File: src/rtl/mem_wait_port_if.sv
`default_nettype none
// ============================================================================
// Module      : mem_wait_port_if
// Description : Request/ready/ack bus between the multicycle controller and
//               the memory port, plus the boot/bench preload strobe.
// Revision    : 1.0 - initial release
// ============================================================================
interface mem_wait_port_if #(
  parameter int DATA_W = 8,
  parameter int ADDR_W = 8
);
  logic              req;
  logic              we;
  logic [ADDR_W-1:0] addr;
  logic [DATA_W-1:0] wdata;
  logic              ready;
  logic              busy;
  logic              ack;
  logic [DATA_W-1:0] rdata;
  logic              err;
  logic              load_en;
  logic [ADDR_W-1:0] load_addr;
  logic [DATA_W-1:0] load_data;

  // Controller / bench side
  modport master (
    output req, we, addr, wdata, load_en, load_addr, load_data,
    input  ready, busy, ack, rdata, err
  );

  // Memory side
  modport slave (
    input  req, we, addr, wdata, load_en, load_addr, load_data,
    output ready, busy, ack, rdata, err
  );
endinterface
`default_nettype wire

File: src/rtl/mem_wait_port.sv
`default_nettype none
// ============================================================================
// Module      : mem_wait_port
// Description : Word-addressed RAM behind a req/ready/ack handshake with a
//               fixed access latency, so the controller can stall on slow
//               memory. Includes a preload port honoured only while idle.
// Revision    : 1.0 - initial release
// ============================================================================
module mem_wait_port #(
  parameter int DATA_W = 8,
  parameter int ADDR_W = 8,
  parameter int DEPTH  = 256,
  parameter int LAT    = 3
) (
  input  wire logic      clk,
  input  wire logic      rst,
  mem_wait_port_if.slave bus
);

  localparam int                 c_CNT_W   = 4;
  localparam logic [c_CNT_W-1:0] c_LAT_M1  = c_CNT_W'(LAT - 1);
  localparam logic [c_CNT_W-1:0] c_CNT_ONE = c_CNT_W'(1);

  localparam logic [1:0] c_ST_IDLE = 2'd0;
  localparam logic [1:0] c_ST_WAIT = 2'd1;
  localparam logic [1:0] c_ST_RESP = 2'd2;

  logic [1:0]         r_state;
  logic [1:0]         w_state_nxt;
  logic [c_CNT_W-1:0] r_cnt;
  logic [c_CNT_W-1:0] w_cnt_nxt;

  logic               r_we;
  logic [ADDR_W-1:0]  r_addr;
  logic [DATA_W-1:0]  r_wdata;
  logic [DATA_W-1:0]  r_rdata;

  logic [DATA_W-1:0]  r_mem [DEPTH];

  logic               w_acc_we;
  logic [ADDR_W-1:0]  w_acc_addr;
  logic [DATA_W-1:0]  w_rd_word;
  logic               w_enter_rd;
  logic               w_commit_wr;
  logic               w_load;

  function automatic logic f_in_range(input logic [ADDR_W-1:0] a);
    return (32'(a) < 32'(DEPTH));
  endfunction

  // With LAT=1 the response is entered straight from IDLE, before the
  // request has been latched, so the read source must come from the bus.
  assign w_acc_we   = (r_state == c_ST_IDLE) ? bus.we   : r_we;
  assign w_acc_addr = (r_state == c_ST_IDLE) ? bus.addr : r_addr;
  assign w_rd_word  = f_in_range(w_acc_addr) ? r_mem[w_acc_addr] : '0;
  assign w_enter_rd = (w_state_nxt == c_ST_RESP) && (r_state != c_ST_RESP) && !w_acc_we;

  // Writes land as RESP is left; preload only while idle with no request.
  assign w_commit_wr = (r_state == c_ST_RESP) && r_we && f_in_range(r_addr) && !rst;
  assign w_load      = (r_state == c_ST_IDLE) && !bus.req && bus.load_en &&
                       f_in_range(bus.load_addr) && !rst;

  assign bus.rdata = r_rdata;

  // State, latency counter, latched request and read-data register
  always_ff @(posedge clk or posedge rst) begin
    if (rst) begin
      r_state <= c_ST_IDLE;
      r_cnt   <= '0;
      r_we    <= 1'b0;
      r_addr  <= '0;
      r_wdata <= '0;
      r_rdata <= '0;
    end else begin
      r_state <= w_state_nxt;
      r_cnt   <= w_cnt_nxt;
      if ((r_state == c_ST_IDLE) && bus.req) begin
        r_we    <= bus.we;
        r_addr  <= bus.addr;
        r_wdata <= bus.wdata;
      end
      if (w_enter_rd) begin
        r_rdata <= w_rd_word;
      end
    end
  end

  // Next state: count down LAT-1 wait cycles, then one response cycle
  always_comb begin
    w_state_nxt = r_state;
    w_cnt_nxt   = r_cnt;
    case (r_state)
      c_ST_IDLE: begin
        if (bus.req) begin
          if (LAT == 1) begin
            w_state_nxt = c_ST_RESP;
          end else begin
            w_state_nxt = c_ST_WAIT;
            w_cnt_nxt   = c_LAT_M1;
          end
        end
      end
      c_ST_WAIT: begin
        w_cnt_nxt = r_cnt - c_CNT_ONE;
        if (r_cnt == c_CNT_ONE) begin
          w_state_nxt = c_ST_RESP;
        end
      end
      c_ST_RESP: begin
        w_state_nxt = c_ST_IDLE;
      end
      default: begin
        w_state_nxt = c_ST_IDLE;
      end
    endcase
  end

  // Handshake outputs decode purely from the registered state
  always_comb begin
    bus.ready = 1'b0;
    bus.busy  = 1'b1;
    bus.ack   = 1'b0;
    bus.err   = 1'b0;
    case (r_state)
      c_ST_IDLE: begin
        bus.ready = 1'b1;
        bus.busy  = 1'b0;
      end
      c_ST_RESP: begin
        bus.ack = 1'b1;
        bus.err = !f_in_range(r_addr);
      end
      default: begin
        bus.ready = 1'b0;
      end
    endcase
  end

  // Storage array; contents deliberately survive reset
  always_ff @(posedge clk) begin
    if (w_commit_wr) begin
      r_mem[r_addr] <= r_wdata;
    end else if (w_load) begin
      r_mem[bus.load_addr] <= bus.load_data;
    end
  end

endmodule
`default_nettype wire

File: src/flat_wrapper.sv
// flat-port wrapper written by rule: the top's interface ports become plain ports
module mem_wait_port_flat 
#(
  parameter int DATA_W = 8,
  parameter int ADDR_W = 8,
  parameter int DEPTH  = 256,
  parameter int LAT    = 3
)
  (clk, rst, bus_req, bus_we, bus_addr, bus_wdata, bus_load_en, bus_load_addr, bus_load_data, bus_ready, bus_busy, bus_ack, bus_rdata, bus_err);
  mem_wait_port_if #(.DATA_W(DATA_W), .ADDR_W(ADDR_W)) bus_i ();
  input  wire logic clk;
  input  wire logic rst;
  input wire logic [$bits(bus_i.req)-1:0] bus_req;
  input wire logic [$bits(bus_i.we)-1:0] bus_we;
  input wire logic [$bits(bus_i.addr)-1:0] bus_addr;
  input wire logic [$bits(bus_i.wdata)-1:0] bus_wdata;
  input wire logic [$bits(bus_i.load_en)-1:0] bus_load_en;
  input wire logic [$bits(bus_i.load_addr)-1:0] bus_load_addr;
  input wire logic [$bits(bus_i.load_data)-1:0] bus_load_data;
  output wire logic [$bits(bus_i.ready)-1:0] bus_ready;
  output wire logic [$bits(bus_i.busy)-1:0] bus_busy;
  output wire logic [$bits(bus_i.ack)-1:0] bus_ack;
  output wire logic [$bits(bus_i.rdata)-1:0] bus_rdata;
  output wire logic [$bits(bus_i.err)-1:0] bus_err;
  assign bus_i.req = bus_req;
  assign bus_i.we = bus_we;
  assign bus_i.addr = bus_addr;
  assign bus_i.wdata = bus_wdata;
  assign bus_i.load_en = bus_load_en;
  assign bus_i.load_addr = bus_load_addr;
  assign bus_i.load_data = bus_load_data;
  assign bus_ready = bus_i.ready;
  assign bus_busy = bus_i.busy;
  assign bus_ack = bus_i.ack;
  assign bus_rdata = bus_i.rdata;
  assign bus_err = bus_i.err;
  mem_wait_port #(.DATA_W(DATA_W), .ADDR_W(ADDR_W), .DEPTH(DEPTH), .LAT(LAT)) u_core (.clk(clk), .rst(rst), .bus(bus_i));
endmodule
File: config.mk
export PLATFORM = sky130hd
export DESIGN_NAME = mem_wait_port_flat
export DESIGN_NICKNAME = d
export VERILOG_FILES = /design/src/rtl/mem_wait_port_if.sv /design/src/rtl/mem_wait_port.sv /design/src/flat_wrapper.sv
export SDC_FILE = /design/constraint.sdc
export NUM_CORES = 2
export LEC_CHECK = 0
export CORE_MARGIN = 4
export CORE_UTILIZATION = 45
export CTS_BUF_LIST = sky130_fd_sc_hd__clkbuf_8
export CTS_CLUSTER_SIZE = 8
export DETAILED_ROUTE_END_ITERATION = 10
export PLACE_DENSITY_LB_ADDON = 0.12
export SLEW_MARGIN = 10
export SYNTH_ARGS = -nofsm -noshare
export SYNTH_HDL_FRONTEND = slang
export SYNTH_SLANG_ARGS = --single-unit
File: constraint.sdc
create_clock -name clk -period 6.6 [get_ports clk]
set_input_delay 0.99 -clock clk [delete_from_list [all_inputs] [get_ports clk]]
set_output_delay 0.99 -clock clk [all_outputs]
set_load 0.02 [all_outputs]
# After elaboration in Yosys (flattened, before gate mapping)
# Memories as Yosys holds them, arrays and structs flattened. A register that Yosys moved wholly into a read port is not among the register bits.
# Index checks and enable logic that the tools add are counted.
# W data, S select, Z words.
[classes] n_addsub=1 eq_ne=6 n_mux=18 reduce_logical=15
[ops] op="$mux W8" count=3
[ops] op="$mux W1" count=10
[ops] op="$logic_and A1 B1 Y1" count=8
[ops] op="$pmux W4 S2" count=1
[ops] op="$reduce_or A8 Y1" count=1
[ops] op="$eq A2 B2 Y1 const B" count=2
[ops] op="$eq A4 B1 Y1 const B" count=1
[ops] op="$mux W2" count=2
[ops] op="$mux W4" count=1
[ops] op="$ne A2 B2 Y1 const B" count=2
[ops] op="$pmux W2 S2" count=1
[ops] op="$sub A4 B1 Y4 const B" count=1
[ops] op="$logic_not A1 Y1" count=3
[ops] op="$eq A2 B1 Y1 const B" count=1
[ops] op="$logic_not A2 Y1" count=1
[ops] op="$reduce_and A2 Y1" count=1
[ops] op="$reduce_bool A2 Y1" count=1
[word_totals] regBits=23 mem_bits_rw=2048 output_inout_bits=12 wordCells=46 mem_count=1
[memory_table] name="u_core.r_mem" depth=256 width=8 rd=1 rd_clocked_by_memory_dff=1 wr=1 line_no="mem_wait_port.sv:38" text="logic [DATA_W-1:0] r_mem [DEPTH];"

# Depth between registers and ports, before layout
[logic_depth] depth_word=9 mapped_depth=16 ltp_nobuf=11

# Worst setup path after synthesis
# OpenSTA, ideal clock, no wires.
[synth_path] path_type="input to register" from="input bus_req" to="memory u_core.r_mem[0][0] (data pin)" setup_ns=0.823 arrival_time_ns=4.967 t_required_ns=5.777 slack_ns=0.811 path_stages=6 path_buffers=2 cell_sequence="nor2_1 -> and3_1 -> clkbuf_1 -> buf_1 -> nand2_1 -> nand2_1"
[synth_via] elab_chain_cells=9
[synth_rtl] item="start, declared" line_no="flat_wrapper.sv:13" text="input wire logic [$bits(bus_i.req)-1:0] bus_req;"
[synth_rtl] item="$logic_not A1 Y1" line_no="mem_wait_port.sv:60" text="assign w_load = (r_state == c_ST_IDLE) && !bus.req && bus.load_en &&"
[synth_rtl] item="$logic_and A1 B1 Y1 (2 in a row)" line_no="mem_wait_port.sv:60"
[synth_rtl] item="$logic_and A1 B1 Y1" line_no="mem_wait_port.sv:61" text="f_in_range(bus.load_addr) && !rst;"
[synth_rtl] item="$mux W1" line_no="mem_wait_port.sv:143" text="end else if (w_load) begin"
[synth_rtl] item="$mux W1" line_no="mem_wait_port.sv:141" text="if (w_commit_wr) begin"
[synth_rtl] item="$mux W1 (implied by the code)" line_no="mem_wait_port.sv:144" text="r_mem[bus.load_addr] <= bus.load_data;"
[synth_rtl] item="$reduce_or A8 Y1 (no line)"
[synth_rtl] item="$mux W8 (no line)"
[synth_rtl] item="end, declared" line_no="mem_wait_port.sv:38"
# No other way between the ends.

# Worst setup path after layout
[layout_path] from="register u_core.r_state[1]" to="register u_core.r_rdata[3], in the netlist u_core.bus.rdata[3], read port of u_core.r_mem"
[layout_via] elab_chain_cells=5 word_cells_on_any_way=12
[layout_rtl] item="start, declared" line_no="mem_wait_port.sv:28" text="logic [1:0] r_state;"
[layout_rtl] item="start signal, assigned" line_no="mem_wait_port.sv:68" text="r_state <= c_ST_IDLE;"
[layout_rtl] item="start signal, assigned" line_no="mem_wait_port.sv:75" text="r_state <= w_state_nxt;"
[layout_rtl] item="$eq A2 B1 Y1 (tied with other cells)" line_no="mem_wait_port.sv:92" text="case (r_state)"
[layout_rtl] item="$pmux W2 S2" line_no="mem_wait_port.sv:92"
[layout_rtl] item="$eq A2 B2 Y1" line_no="mem_wait_port.sv:56" text="assign w_enter_rd = (w_state_nxt == c_ST_RESP) && (r_state != c_ST_RESP) && !w_acc_we;"
[layout_rtl] item="$logic_and A1 B1 Y1 (2 in a row)" line_no="mem_wait_port.sv:56"
[layout_rtl] item="end, declared" line_no="mem_wait_port.sv:36" text="logic [DATA_W-1:0] r_rdata;"
# Several ways; a longest one is shown, not always the timed one.
# A chain may end at the register's enable or synchronous reset.

==> impl_metrics.py <==
metrics = {
    "synth": {
        "yosysWarningCount": 0,
        "synth_fa_ha_area_frac": 0.000305,
        "syn_nets": 5543,
        "syn_area_um2": 82100,
        "synthArstFlopShare": 0.0149,
        "ys_ff_latch": 2079,
        "yosys-mux-area-fraction": 0.0599,
        "synthFlopType": "edfxtp_1",
        "synth_top_family_by_area": "simple AND/OR/NAND/NOR gates",
        "syn_inst": 5504,
        "synth-xor-area-share": 0,
        "ys_seq_area_frac": 0.758,
        "synthDistinctLibCells": 71,
        "synth_edf_count": 2048,
        "synth-simple-area-share": 0.113,
        "synth_compound_area_frac": 0.0489,
        "syn-mean-instance-area_um2": 14.9,
    },
    "clock_tree": {
        "cts_hold_buffers": 0,
        "cts.sinks": 2079,
        "cts_max_level": 5,
        "clock_path_buffers": 4,
        "cts_tree": "built",
        "clk_latency_ps": 1050,
        "clk_pin_slew_ps": 70,
        "post_cts_buffers": 0,
        "cts-resized-gates": 0,
        "cts_root_buf": "clkbuf_8",
        "numCtsBuffers": 360,
    },
    "layout": {
        "fin_area_um2": 93100,
        "drive_above_1_share": 0.152,
        "nets": 5913,
        "utilization": 0.514,
        "fin_cells": 8501,
        "area_growth_syn_to_layout_pct": 13.4,
    },
    "sta": {
        "max_freq_ghz": 0.177,
        "maxSlewViolCount": 0,
        "slew_headroom": 0.149,
        "fin_skew_ps": 52.9,
        "hold_viol_final": 0,
        "setup_slack_ps": 956,
        "rsz0062_at_grt": "no",
        "fin_crit_ps": 5640,
        "worst_pin_slew_ps": 1270,
        "finalSetupViolCount": 0,
        "fin_crit_sh": 0.855,
        "tns_ps": 0,
    },
    "worst_hold_path": {
        "hold_class": "in2async",
    },
    "detailed_routing": {
        "wl_um": 275000,
        "dr.pass1.iters": 6,
        "drc": 0,
        "viasPerCell": 6.10,
        "wire_per_inst_um": 32.4,
        "vias": 51888,
        "drt-initial-drc-count": 6779,
        "postRouteAntennaNets": 0,
    },
    "global_routing": {
        "antenna_found_initial": 22,
        "grt.overflow.total": 0,
        "grt_pass1_wl_um": 384000,
        "grt_max_degree": 105,
        "grt_usage": 0.285,
        "first_global_vias": 49801,
    },
    "placement": {
        "port_buffers": 47,
        "postPlaceCellArea_um2": 86900,
        "dp_cells": 7881,
        "place.detailed.hpwl_um": 171000,
        "post-place-ws_ps": 276,
        "place_congestion": 0.884,
    },
    "setup_path": {
        "start_kind": "register",
        "cp.arrival_ps": 6570,
        "path_cells": "o21ai_0 -> nand2_8 -> nor2_4 -> buf_12 -> nand3_1 -> nand4_1 -> nand2_1 -> a311oi_1 -> a31oi_1 -> o41a_1",
        "critPathCaptureType": "register",
        "reg2reg_depth": 10,
        "ff2ff_setup_slack_ps": 960,
        "slowest_stage": "a311oi_1",
        "path_max_fanout": 47,
        "crit_end": "u_core.bus.rdata[3]$_DFFE_PP0P_",
        "crit_path_start": "u_core.r_state[1]$_DFF_PP0_",
        "worstSetupPathType": "reg2reg",
        "r2r-start": "u_core.r_state[1]$_DFF_PP0_",
        "r2r_end": "u_core.bus.rdata[3]$_DFFE_PP0P_",
        "cpPeakStageDelay_ps": 950,
        "cp.required_ps": 7530,
    },
    "flow_run": {
        "maxCapViolCount": 0,
    },
    "floorplanning": {
        "die_h_um": 435,
        "fp.coreArea_um2": 181000,
        "ioPinCount": 49,
        "num_rows": 156,
        "die_w_um": 435,
        "dieArea_um2": 189000,
        "start_util": 0.453,
    },
    "power": {
        "powerDensity_nw_per_um2": 479,
        "cellLeakagePower_nw": 30.7,
        "ir_drop_mv": 0.472,
    },
    "status": {
        "status": "complete, no violations",
    },
}
[cell usage in the layout (no fill, tap or decap), drive strengths merged, types with 26 or more instances in the layout]
cell type | Yosys | routed
nor2 | 357 | 357
o21ai | 65 | 65
nand2 | 1234 | 1234
nand2b | 27 | 27
inv | 12 | 145
mux2i | 137 | 137
nor3 | 28 | 28
clkinv | 1 | 91
buf | 188 | 297
nand4 | 102 | 102
a21oi | 95 | 95
clkbuf | 149 | 377
a32oi | 83 | 83
o211ai | 26 | 26
nand3 | 365 | 365
o2111ai | 33 | 33
mux4 | 148 | 148
clkdlybuf4s50 | 0 | 47
dfrtp | 31 | 31
a31oi | 130 | 130
edfxtp | 2048 | 2048
[through the flow]
step	hold slack [ps]	total power, mW
after global placement	491	34.1
after global routing	395	46.1
after CTS	336	44.5
after floorplan	481	26.7
final	399	44.6
after detailed placement	496	34.3
[synth_stat cells, types with 6 or more instances]
| library cell | n | area, um2 |
|---|---|---|
| a31oi_1 | 130 | 813 |
| nor3_1 | 28 | 140 |
| edfxtp_1 | 2048 | 61500 |
| or2_2 | 20 | 125 |
| a21oi_1 | 95 | 475 |
| o22ai_1 | 14 | 87.6 |
| buf_1 | 32 | 120 |
| a311oi_1 | 9 | 78.8 |
| nor4_1 | 8 | 50.1 |
| buf_6 | 7 | 78.8 |
| nand2_1 | 1233 | 4630 |
| nor3b_1 | 6 | 45.0 |
| buf_2 | 132 | 661 |
| inv_1 | 12 | 45.0 |
| o21ai_0 | 63 | 315 |
| buf_4 | 16 | 120 |
| o211ai_1 | 26 | 195 |
| nand2b_1 | 27 | 169 |
| a221oi_1 | 23 | 201 |
| mux2i_1 | 137 | 1370 |
| clkbuf_1 | 149 | 559 |
| a2111oi_0 | 17 | 149 |
| mux4_2 | 148 | 3330 |
| a211oi_1 | 16 | 120 |
| nand4_1 | 102 | 638 |
| a22oi_1 | 17 | 128 |
| dfrtp_1 | 31 | 776 |
| nor2_1 | 354 | 1330 |
| o2111ai_1 | 33 | 289 |
| a32oi_1 | 83 | 727 |
| o31ai_1 | 7 | 52.6 |
| mux2_2 | 18 | 203 |
| nand3_1 | 365 | 1830 |
| and3_1 | 22 | 138 |
[cell type report]
class                      count  area [um2]
clock inverter               231         952
inverter                      13        48.8
fill                       15391       88000
antenna                       12        30.0
sequential                  2079       62300
timing repair buffer         345        3170
tap                         2370        2970
clock buffer                 376        5170
multi-input combinational   3075       18500
[worst min path at each step]
stage / startpoint / cells after the start / slack [ps] / endpoint
after floorplan: u_core.r_wdata[0]$_DFFE_PP0P_ / 1 / 480 / u_core.r_wdata[0]$_DFFE_PP0P_
after global placement: u_core.r_wdata[6]$_DFFE_PP0P_ / 1 / 490 / u_core.r_wdata[6]$_DFFE_PP0P_
after detailed placement: u_core.r_wdata[6]$_DFFE_PP0P_ / 1 / 500 / u_core.r_wdata[6]$_DFFE_PP0P_
after CTS: rst / 3 / 340 / u_core.r_we$_DFFE_PP0P_
after global routing: rst / 3 / 390 / u_core.r_addr[2]$_DFFE_PP0P_
final: rst / 3 / 400 / u_core.r_addr[2]$_DFFE_PP0P_
[state kept, by name, indices dropped and copies added, names as in the netlist]
signal	flops
u_core.r_state	2
u_core.r_mem	2048
u_core.r_we	1
u_core.bus.rdata	8
u_core.r_addr	8
u_core.r_cnt	4
u_core.r_wdata	8
[critical path: cells and delay by family, from the launching register on]
family | cells | cell delay, ps
AO/OA/AOI/OAI | 4 | 2420
AND/OR/NAND/NOR | 5 | 2070
flip-flops | 1 | 630
buffers and inverters | 1 | 350
[logic make-up (layout without fill, tap and decap cells)]
logic type               count (synthesis)  in the layout
adder cells (fa/ha/maj)                  2              2
other                                    1             13
multiplexers                           304            304
buffers and inverters                  350            965
AO/OA/AOI/OAI                          576            576
flip-flops                            2079           2079
AND/OR/NAND/NOR                       2192           2192
[routing by layer]
metal  track usage  share of wire  vias to the layer above
li1              -              -                    21755
met5             0        0.00015                        -
met1         0.403           0.41                    26670
met2         0.422           0.44                     2880
met4         0.128          0.047                        6
met3        0.0672           0.10                      577
[power breakdown]
| group | internal, mW | switching (mW) |
|---|---|---|
| sequential | 16.7 | 0.199 |
| clock | 5.25 | 5.13 |
| combinational | 4.59 | 12.8 |
| total | 26.5 | 18.1 |
Note: power is estimated with default switching activity, not from simulation.
